[src/rtl/iiitb_freqdiv_prog_if.sv]
// Control and status bundle for the programmable clock divider.
// div_load is a single-cycle strobe with no backpressure: every strobe is accepted,
// and pending stays high until the captured set has taken effect.
interface iiitb_freqdiv_prog_if #(
    parameter int WIDTH = 8
);
    logic             en;
    logic [WIDTH-1:0] div_in;
    logic [WIDTH-1:0] high_in;
    logic             duty_mode;
    logic             div_load;
    logic             clkout;
    logic             tick;
    logic             pending;
    logic [WIDTH-1:0] active_div;

    modport master (
        output en, div_in, high_in, duty_mode, div_load,
        input  clkout, tick, pending, active_div
    );

    modport slave (
        input  en, div_in, high_in, duty_mode, div_load,
        output clkout, tick, pending, active_div
    );
endinterface

[src/rtl/iiitb_freqdiv_prog.sv]
// Glitch-free programmable clock divider: WIDTH-bit divisor, 50% or programmable duty,
// shadowed settings applied only at a period boundary or while the divider is idle.
module iiitb_freqdiv_prog #(
    parameter int WIDTH = 8
) (
    input logic                 clkin,
    input logic                 rst,
    iiitb_freqdiv_prog_if.slave bus
);

    logic [WIDTH-1:0] cnt_q, cnt_d;
    logic [WIDTH-1:0] act_div_q, act_div_d;
    logic [WIDTH-1:0] act_high_q, act_high_d;
    logic             act_mode_q, act_mode_d;
    logic [WIDTH-1:0] sh_div_q, sh_div_d;
    logic [WIDTH-1:0] sh_high_q, sh_high_d;
    logic             sh_mode_q, sh_mode_d;
    logic             pending_q, pending_d;
    logic             run_q, run_d;
    logic             tick_q, tick_d;
    logic             pos_hi_q, pos_hi_d;
    logic             neg_hi_q, neg_hi_d;

    logic             div_ok;
    logic             boundary;
    logic             idle;
    logic [WIDTH-1:0] half_up;

    always_comb begin
        cnt_d      = cnt_q;
        act_div_d  = act_div_q;
        act_high_d = act_high_q;
        act_mode_d = act_mode_q;
        pending_d  = pending_q;
        run_d      = bus.en;
        sh_div_d   = bus.div_load ? bus.div_in    : sh_div_q;
        sh_high_d  = bus.div_load ? bus.high_in   : sh_high_q;
        sh_mode_d  = bus.div_load ? bus.duty_mode : sh_mode_q;

        // D=1 wraps every cycle; D-1 is only formed once D>=2 so D=0 never wraps.
        div_ok   = act_div_q > WIDTH'(1);
        boundary = bus.en && ((act_div_q == WIDTH'(1)) ||
                              (div_ok && (cnt_q == act_div_q - WIDTH'(1))));
        idle     = !bus.en || (act_div_q == '0);

        if (boundary) begin
            if (bus.div_load) begin
                act_div_d  = bus.div_in;
                act_high_d = bus.high_in;
                act_mode_d = bus.duty_mode;
            end else if (pending_q) begin
                act_div_d  = sh_div_q;
                act_high_d = sh_high_q;
                act_mode_d = sh_mode_q;
            end
            pending_d = 1'b0;
            cnt_d     = '0;
        end else if (idle) begin
            // An idle divider takes the already-shadowed set; a load on this edge waits one cycle.
            if (pending_q) begin
                act_div_d  = sh_div_q;
                act_high_d = sh_high_q;
                act_mode_d = sh_mode_q;
            end
            pending_d = bus.div_load;
            cnt_d     = '0;
        end else begin
            if (bus.div_load) pending_d = 1'b1;
            cnt_d = run_q ? cnt_q + WIDTH'(1) : '0;
        end

        half_up  = (act_div_d >> 1) + {{(WIDTH-1){1'b0}}, act_div_d[0]};
        tick_d   = bus.en && ((act_div_d == WIDTH'(1)) ||
                              ((act_div_d > WIDTH'(1)) && (cnt_d == '0)));
        pos_hi_d = bus.en && (act_div_d > WIDTH'(1)) &&
                   (act_mode_d ? (cnt_d < act_high_d) : (cnt_d < half_up));
        neg_hi_d = pos_hi_q;
    end

    always_ff @(posedge clkin) begin
        if (rst) begin
            cnt_q      <= '0;
            act_div_q  <= '0;
            act_high_q <= '0;
            act_mode_q <= 1'b0;
            sh_div_q   <= '0;
            sh_high_q  <= '0;
            sh_mode_q  <= 1'b0;
            pending_q  <= 1'b0;
            run_q      <= 1'b0;
            tick_q     <= 1'b0;
            pos_hi_q   <= 1'b0;
        end else begin
            cnt_q      <= cnt_d;
            act_div_q  <= act_div_d;
            act_high_q <= act_high_d;
            act_mode_q <= act_mode_d;
            sh_div_q   <= sh_div_d;
            sh_high_q  <= sh_high_d;
            sh_mode_q  <= sh_mode_d;
            pending_q  <= pending_d;
            run_q      <= run_d;
            tick_q     <= tick_d;
            pos_hi_q   <= pos_hi_d;
        end
    end

    // Half-cycle delayed copy stretches the high phase by half a clkin cycle for odd 50% duty.
    always_ff @(negedge clkin) begin
        if (rst) neg_hi_q <= 1'b0;
        else     neg_hi_q <= neg_hi_d;
    end

    assign bus.clkout     = (!act_mode_q && act_div_q[0]) ? (pos_hi_q & neg_hi_q) : pos_hi_q;
    assign bus.tick       = tick_q;
    assign bus.pending    = pending_q;
    assign bus.active_div = act_div_q;

endmodule

[src/flat_wrapper.sv]
// flat-port wrapper written by rule: the top's interface ports become plain ports
module iiitb_freqdiv_prog_flat 
#(
    parameter int WIDTH = 8
)
  (clkin, rst, bus_en, bus_div_in, bus_high_in, bus_duty_mode, bus_div_load, bus_clkout, bus_tick, bus_pending, bus_active_div);
  iiitb_freqdiv_prog_if #(.WIDTH(WIDTH)) bus_i ();
  input logic clkin;
  input logic rst;
  input wire logic [$bits(bus_i.en)-1:0] bus_en;
  input wire logic [$bits(bus_i.div_in)-1:0] bus_div_in;
  input wire logic [$bits(bus_i.high_in)-1:0] bus_high_in;
  input wire logic [$bits(bus_i.duty_mode)-1:0] bus_duty_mode;
  input wire logic [$bits(bus_i.div_load)-1:0] bus_div_load;
  output wire logic [$bits(bus_i.clkout)-1:0] bus_clkout;
  output wire logic [$bits(bus_i.tick)-1:0] bus_tick;
  output wire logic [$bits(bus_i.pending)-1:0] bus_pending;
  output wire logic [$bits(bus_i.active_div)-1:0] bus_active_div;
  assign bus_i.en = bus_en;
  assign bus_i.div_in = bus_div_in;
  assign bus_i.high_in = bus_high_in;
  assign bus_i.duty_mode = bus_duty_mode;
  assign bus_i.div_load = bus_div_load;
  assign bus_clkout = bus_i.clkout;
  assign bus_tick = bus_i.tick;
  assign bus_pending = bus_i.pending;
  assign bus_active_div = bus_i.active_div;
  iiitb_freqdiv_prog #(.WIDTH(WIDTH)) u_core (.clkin(clkin), .rst(rst), .bus(bus_i));
endmodule
[config.mk]
export PLATFORM = sky130hd
export DESIGN_NAME = iiitb_freqdiv_prog_flat
export DESIGN_NICKNAME = d
export VERILOG_FILES = /design/src/rtl/iiitb_freqdiv_prog_if.sv /design/src/rtl/iiitb_freqdiv_prog.sv /design/src/flat_wrapper.sv
export SDC_FILE = /design/constraint.sdc
export NUM_CORES = 1
export LEC_CHECK = 0
export BUFFER_PORTS_ARGS = -buffer_cell sky130_fd_sc_hd__buf_2
export CORE_MARGIN = 1
export CORE_UTILIZATION = 50
export DETAILED_ROUTE_END_ITERATION = 8
export HOLD_SLACK_MARGIN = 0.06
export PLACE_DENSITY = 0.72
export SLEW_MARGIN = 10
export SYNTH_ARGS = -nofsm -noshare
export SYNTH_HDL_FRONTEND = slang
export SYNTH_SLANG_ARGS = --single-unit
[constraint.sdc]
create_clock -name clkin -period 4.15 [get_ports clkin]
set_input_delay 0.83 -clock clkin [delete_from_list [all_inputs] [get_ports clkin]]
set_output_delay 0.83 -clock clkin [all_outputs]
set_load 0.01 [all_outputs]
=== After elaboration in Yosys (flattened, before gate mapping) ===
Index checks and enable logic that the tools add are counted.

* Eq/ne operators: 3
* Mux-type cells: 19
* Reductions and logical operators: 16
* $lt $le $gt $ge: 4
* $add $sub $neg: 3
* Bitwise logic cells: 1

{| class="wikitable"
|+ Operators with widths
! operator !! count
|-
| 8-bit 2-to-1 mux || 11
|-
| 8-bit by 1-bit equality test with 1-bit output, second input constant || 2
|-
| 8-bit by 1-bit > comparator with 1-bit output, second input constant || 2
|-
| 8-bit zero test || 2
|-
| 8-bit < comparator || 2
|-
| 7-bit by 1-bit adder with 8-bit output || 1
|-
| 8-bit by 1-bit adder with 8-bit output, second input constant || 1
|-
| 8-bit equality test || 1
|-
| 1-bit 2-to-1 mux || 8
|-
| 8-bit by 1-bit subtractor with 8-bit output, second input constant || 1
|-
| 1-bit logical AND || 7
|-
| 1-bit logical OR || 3
|-
| 1-bit zero test || 2
|-
| 2-bit nonzero test || 1
|-
| 2-bit OR reduction || 1
|-
| 1-bit AND || 1
|}

* Word-level logic and storage cells: 58
* Input bits: 21
* Output and inout bits: 11
* Bits in registers: 47

=== Logic depth before layout (Yosys ltp) ===
* Depth after elaboration: 10
* Mapped depth: 23
* Depth with buffers taken out: 20

==> results.py <==
metrics = {
    "worst_setup_path": {
        "cp_slowest_cell": "or4_4",
        "required_ns": 4.39,
        "crit_type": "register to register",
        "timing.rr.start": "u_core.bus.active_div[1]",
        "slowest_delay_ns": 0.53,
        "cp-startpoint": "u_core.bus.active_div[1]",
        "arrival_ns": 4.21,
        "crit_chain": "or4_4, or3_1, a2111oi_4, a31oi_2, nand2b_4, buf_4, buf_4, o21ai_1, ha_1, a21o_1, a21o_1, a21o_1, or4_1, a31oi_1",
        "worst-path-max-fanout": 16,
        "cpMostUsedCell": "a21o_1",
        "crit_path_end_kind": "register",
        "cp-start-kind": "register",
        "ff2ff_setup_slack_ns": 0.18,
        "r2r_end": "u_core.neg_hi_d",
        "cp-endpoint": "u_core.neg_hi_d",
        "ff2ff_path_depth": 14,
    },
    "timing": {
        "hold_slack_ns": 0.504,
        "finalHoldViolCount": 0,
        "worst_slew_pin_slew_ns": 0.641,
        "min_period_over_period_pct": 95.6,
        "fmax_ghz": 0.252,
        "setup_viol": 0,
        "finClkSkew_ns": 0.0551,
        "slew_headroom_pct": 57.2,
        "finalCriticalPeriod_ns": 3.97,
        "rsz0062_at_grt": "false",
        "tns_ns": 0,
        "drv_slew": 0,
    },
    "clock_tree": {
        "cts_root_buf": "clkbuf_8",
        "clk_path_buf_depth": 2,
        "clock_latency_ns": 0.36,
        "cts_buffers": 5,
        "path_clk_slew_ns": 0.09,
        "hold_buffers": 0,
        "cts_tree": "yes",
        "numClockSinks": 47,
        "cts_max_level": 2,
    },
    "finish": {
        "multiInputGateArea_mm2": 0.00224,
        "syn2layout_area_growth_pct": 16.3,
        "stdcell_count": 501,
        "nets": 467,
        "num-fill-cells": 547,
        "regArea_um2": 945,
        "utilization_pct": 61.8,
        "most-common-layout-cells": "51 x mux2i_1, 50 x nor2_1, 44 x dfxtp_1",
        "drive_gt1_share_pct": 22.1,
        "final_common_cell": "mux2i_1",
        "n_antenna_cell": 0,
    },
    "yosys": {
        "syn_avg_cell_area_um2": 8.39,
        "synth.mux.area_fraction_pct": 19.8,
        "synth-edff-count": 0,
        "synth_cell_types": 52,
        "synth-xor-area-share_pct": 5.41,
        "synth_top_family_by_area": "multiplexers",
        "synth-compound-area-share_pct": 12.9,
        "syn_inst": 386,
        "ys_seq_elements": 47,
        "seq_area_frac_synth_pct": 29.0,
        "async_flop_share_pct": 0,
        "ys_warn_count": 0,
        "synth_nets": 428,
        "synth-adder-area-share_pct": 8.11,
        "synth_top_flop_cell": "dfxtp_1",
        "synthSimpleGateAreaFrac_pct": 19.8,
        "syn-cell-area_mm2": 0.00324,
    },
    "place": {
        "gp_congestion": 0.874,
        "hpwl_um": 5880,
        "io_buffers": 31,
        "placed_cells": 486,
    },
    "floorplan": {
        "start_util_pct": 53.1,
        "die_height_um": 82.5,
        "ioPinCount": 32,
        "die_w_um": 82.5,
        "core_area_mm2": 0.00610,
        "die-area_mm2": 0.00680,
        "rows": 28,
    },
    "run": {
        "cap_viol_max_count": 0,
    },
    "drt": {
        "viasPerCell": 5.75,
        "drtAntennaViolNets": 0,
        "drc": 0,
        "wl_per_cell_um": 15.8,
        "via_count": 2883,
        "drtIter0Drc": 225,
        "dr.pass1.iters": 4,
        "drt_wl_total_um": 7920,
    },
    "grt": {
        "grt_pass1_wl_um": 12300,
        "overflow": 0,
        "grt.busiest_layer": "met2",
        "met1_usage_pct": 30.5,
        "grt_pass1_vias": 2610,
        "met3_usage_pct": 3.85,
        "grtUsageTotal_pct": 24.1,
        "met2_usage_pct": 40.5,
        "antenna_found_initial": 0,
        "grt_max_degree": 45,
    },
    "power": {
        "power_density_mw_per_mm2": 275,
        "ir_drop_uv": 247,
        "p_total_mw": 1.04,
        "p_leak_nw": 1.75,
    },
    "hold_path": {
        "hold_class": "register to register",
    },
    "status": {
        "outcome": "completed",
    },
}
-- worst min-delay path by stage --
stage | from | endpoint | slack (ns) | depth (start not counted)
after global routing | u_core.sh_mode_q | u_core.sh_mode_q | 0.52 | 2
final | u_core.sh_mode_q | u_core.sh_mode_q | 0.50 | 2
after floorplan | u_core.sh_mode_q | u_core.sh_mode_q | 0.46 | 2
after detailed placement | u_core.sh_mode_q | u_core.sh_mode_q | 0.48 | 2
after global placement | u_core.sh_mode_q | u_core.sh_mode_q | 0.47 | 2
after CTS | u_core.sh_mode_q | u_core.sh_mode_q | 0.50 | 2
-- metrics by stage --
stage          instance area [um^2]  setup slack, ns
2_1_floorplan                  3280           0.0396
3_3_place_gp                   3560            0.148
3_5_place_dp                   3560          -0.0390
4_1_cts                        3650           0.0457
5_1_grt                        3770           0.0163
6_report                       3770            0.183
-- area by class of cell --
| class | instances | area share, % |
|---|---|---|
| Clock inverter | 4 | 0.498 |
| Inverter | 9 | 0.897 |
| Sequential cell | 47 | 25.1 |
| Tap cell | 75 | 2.49 |
| Clock buffer | 5 | 1.83 |
| Multi-Input combinational cell | 302 | 59.5 |
| Timing Repair Buffer | 59 | 9.70 |
-- cells in the mapped netlist, types with 4 or more instances --
| master | number | share of area (%) |
|---|---|---|
| a21o_1 | 6 | 1.4 |
| a21oi_1 | 12 | 1.9 |
| a31oi_1 | 6 | 1.2 |
| and3_1 | 4 | 0.77 |
| clkbuf_1 | 23 | 2.7 |
| dfxtp_1 | 47 | 29 |
| ha_1 | 21 | 8.1 |
| inv_1 | 10 | 1.2 |
| mux2_2 | 6 | 2.1 |
| mux2i_1 | 52 | 16 |
| nand2_1 | 24 | 2.8 |
| nand2b_1 | 4 | 0.77 |
| nand3_1 | 8 | 1.2 |
| nor2_1 | 50 | 5.8 |
| nor2b_1 | 9 | 1.7 |
| nor3_1 | 14 | 2.2 |
| o21ai_0 | 15 | 2.3 |
| o21ai_1 | 10 | 1.5 |
| or3_1 | 6 | 1.2 |
| xnor2_1 | 13 | 3.5 |
| xor2_1 | 7 | 1.9 |
-- registers in the layout, summed over array words and instances, names as in the netlist, 8 cells and up --
signal,cells
u_core.bus.active_div,8
u_core.sh_div_q,8
u_core.sh_high_q,8
u_core.cnt_q,8
u_core.act_high_q,8
-- kinds of logic after synthesis --
logic type,Yosys count
adder cells (fa/ha/maj),21
buffers and inverters,38
flip-flops,47
XOR/XNOR,20
AND/OR/NAND/NOR,132
AO/OA/AOI/OAI,66
multiplexers,62
-- repair_timing --
item / in CTS / in global routing
resized for setup: 1 / 12
pin swaps: 0 / 1
setup buffers: 0 / 6
gates cloned: 0 / 1
setup endpoints to repair: 1 / 1
-- per-layer routing --
metal | share of wire, % | wire length, um
met5 | 0 | 0
met4 | 2.5 | 196
met3 | 4.9 | 385
met2 | 48 | 3800
met1 | 45 | 3540
-- where the power goes --
group | leakage (nW) | switching (mW) | internal, mW
clock network | 0.0492 | 0.162 | 0.116
logic | 1.31 | 0.139 | 0.122
registers | 0.385 | 0.0231 | 0.473
-- critical path, delay by kind of cell (launching register included) --
kind	cells	cell delay (ns)
compound gates	7	1.39
fa+ha+maj	1	0.28
buf+inv	2	0.32
flops	1	0.36
simple gates	4	1.56
Power figures use the tool's default switching activity.
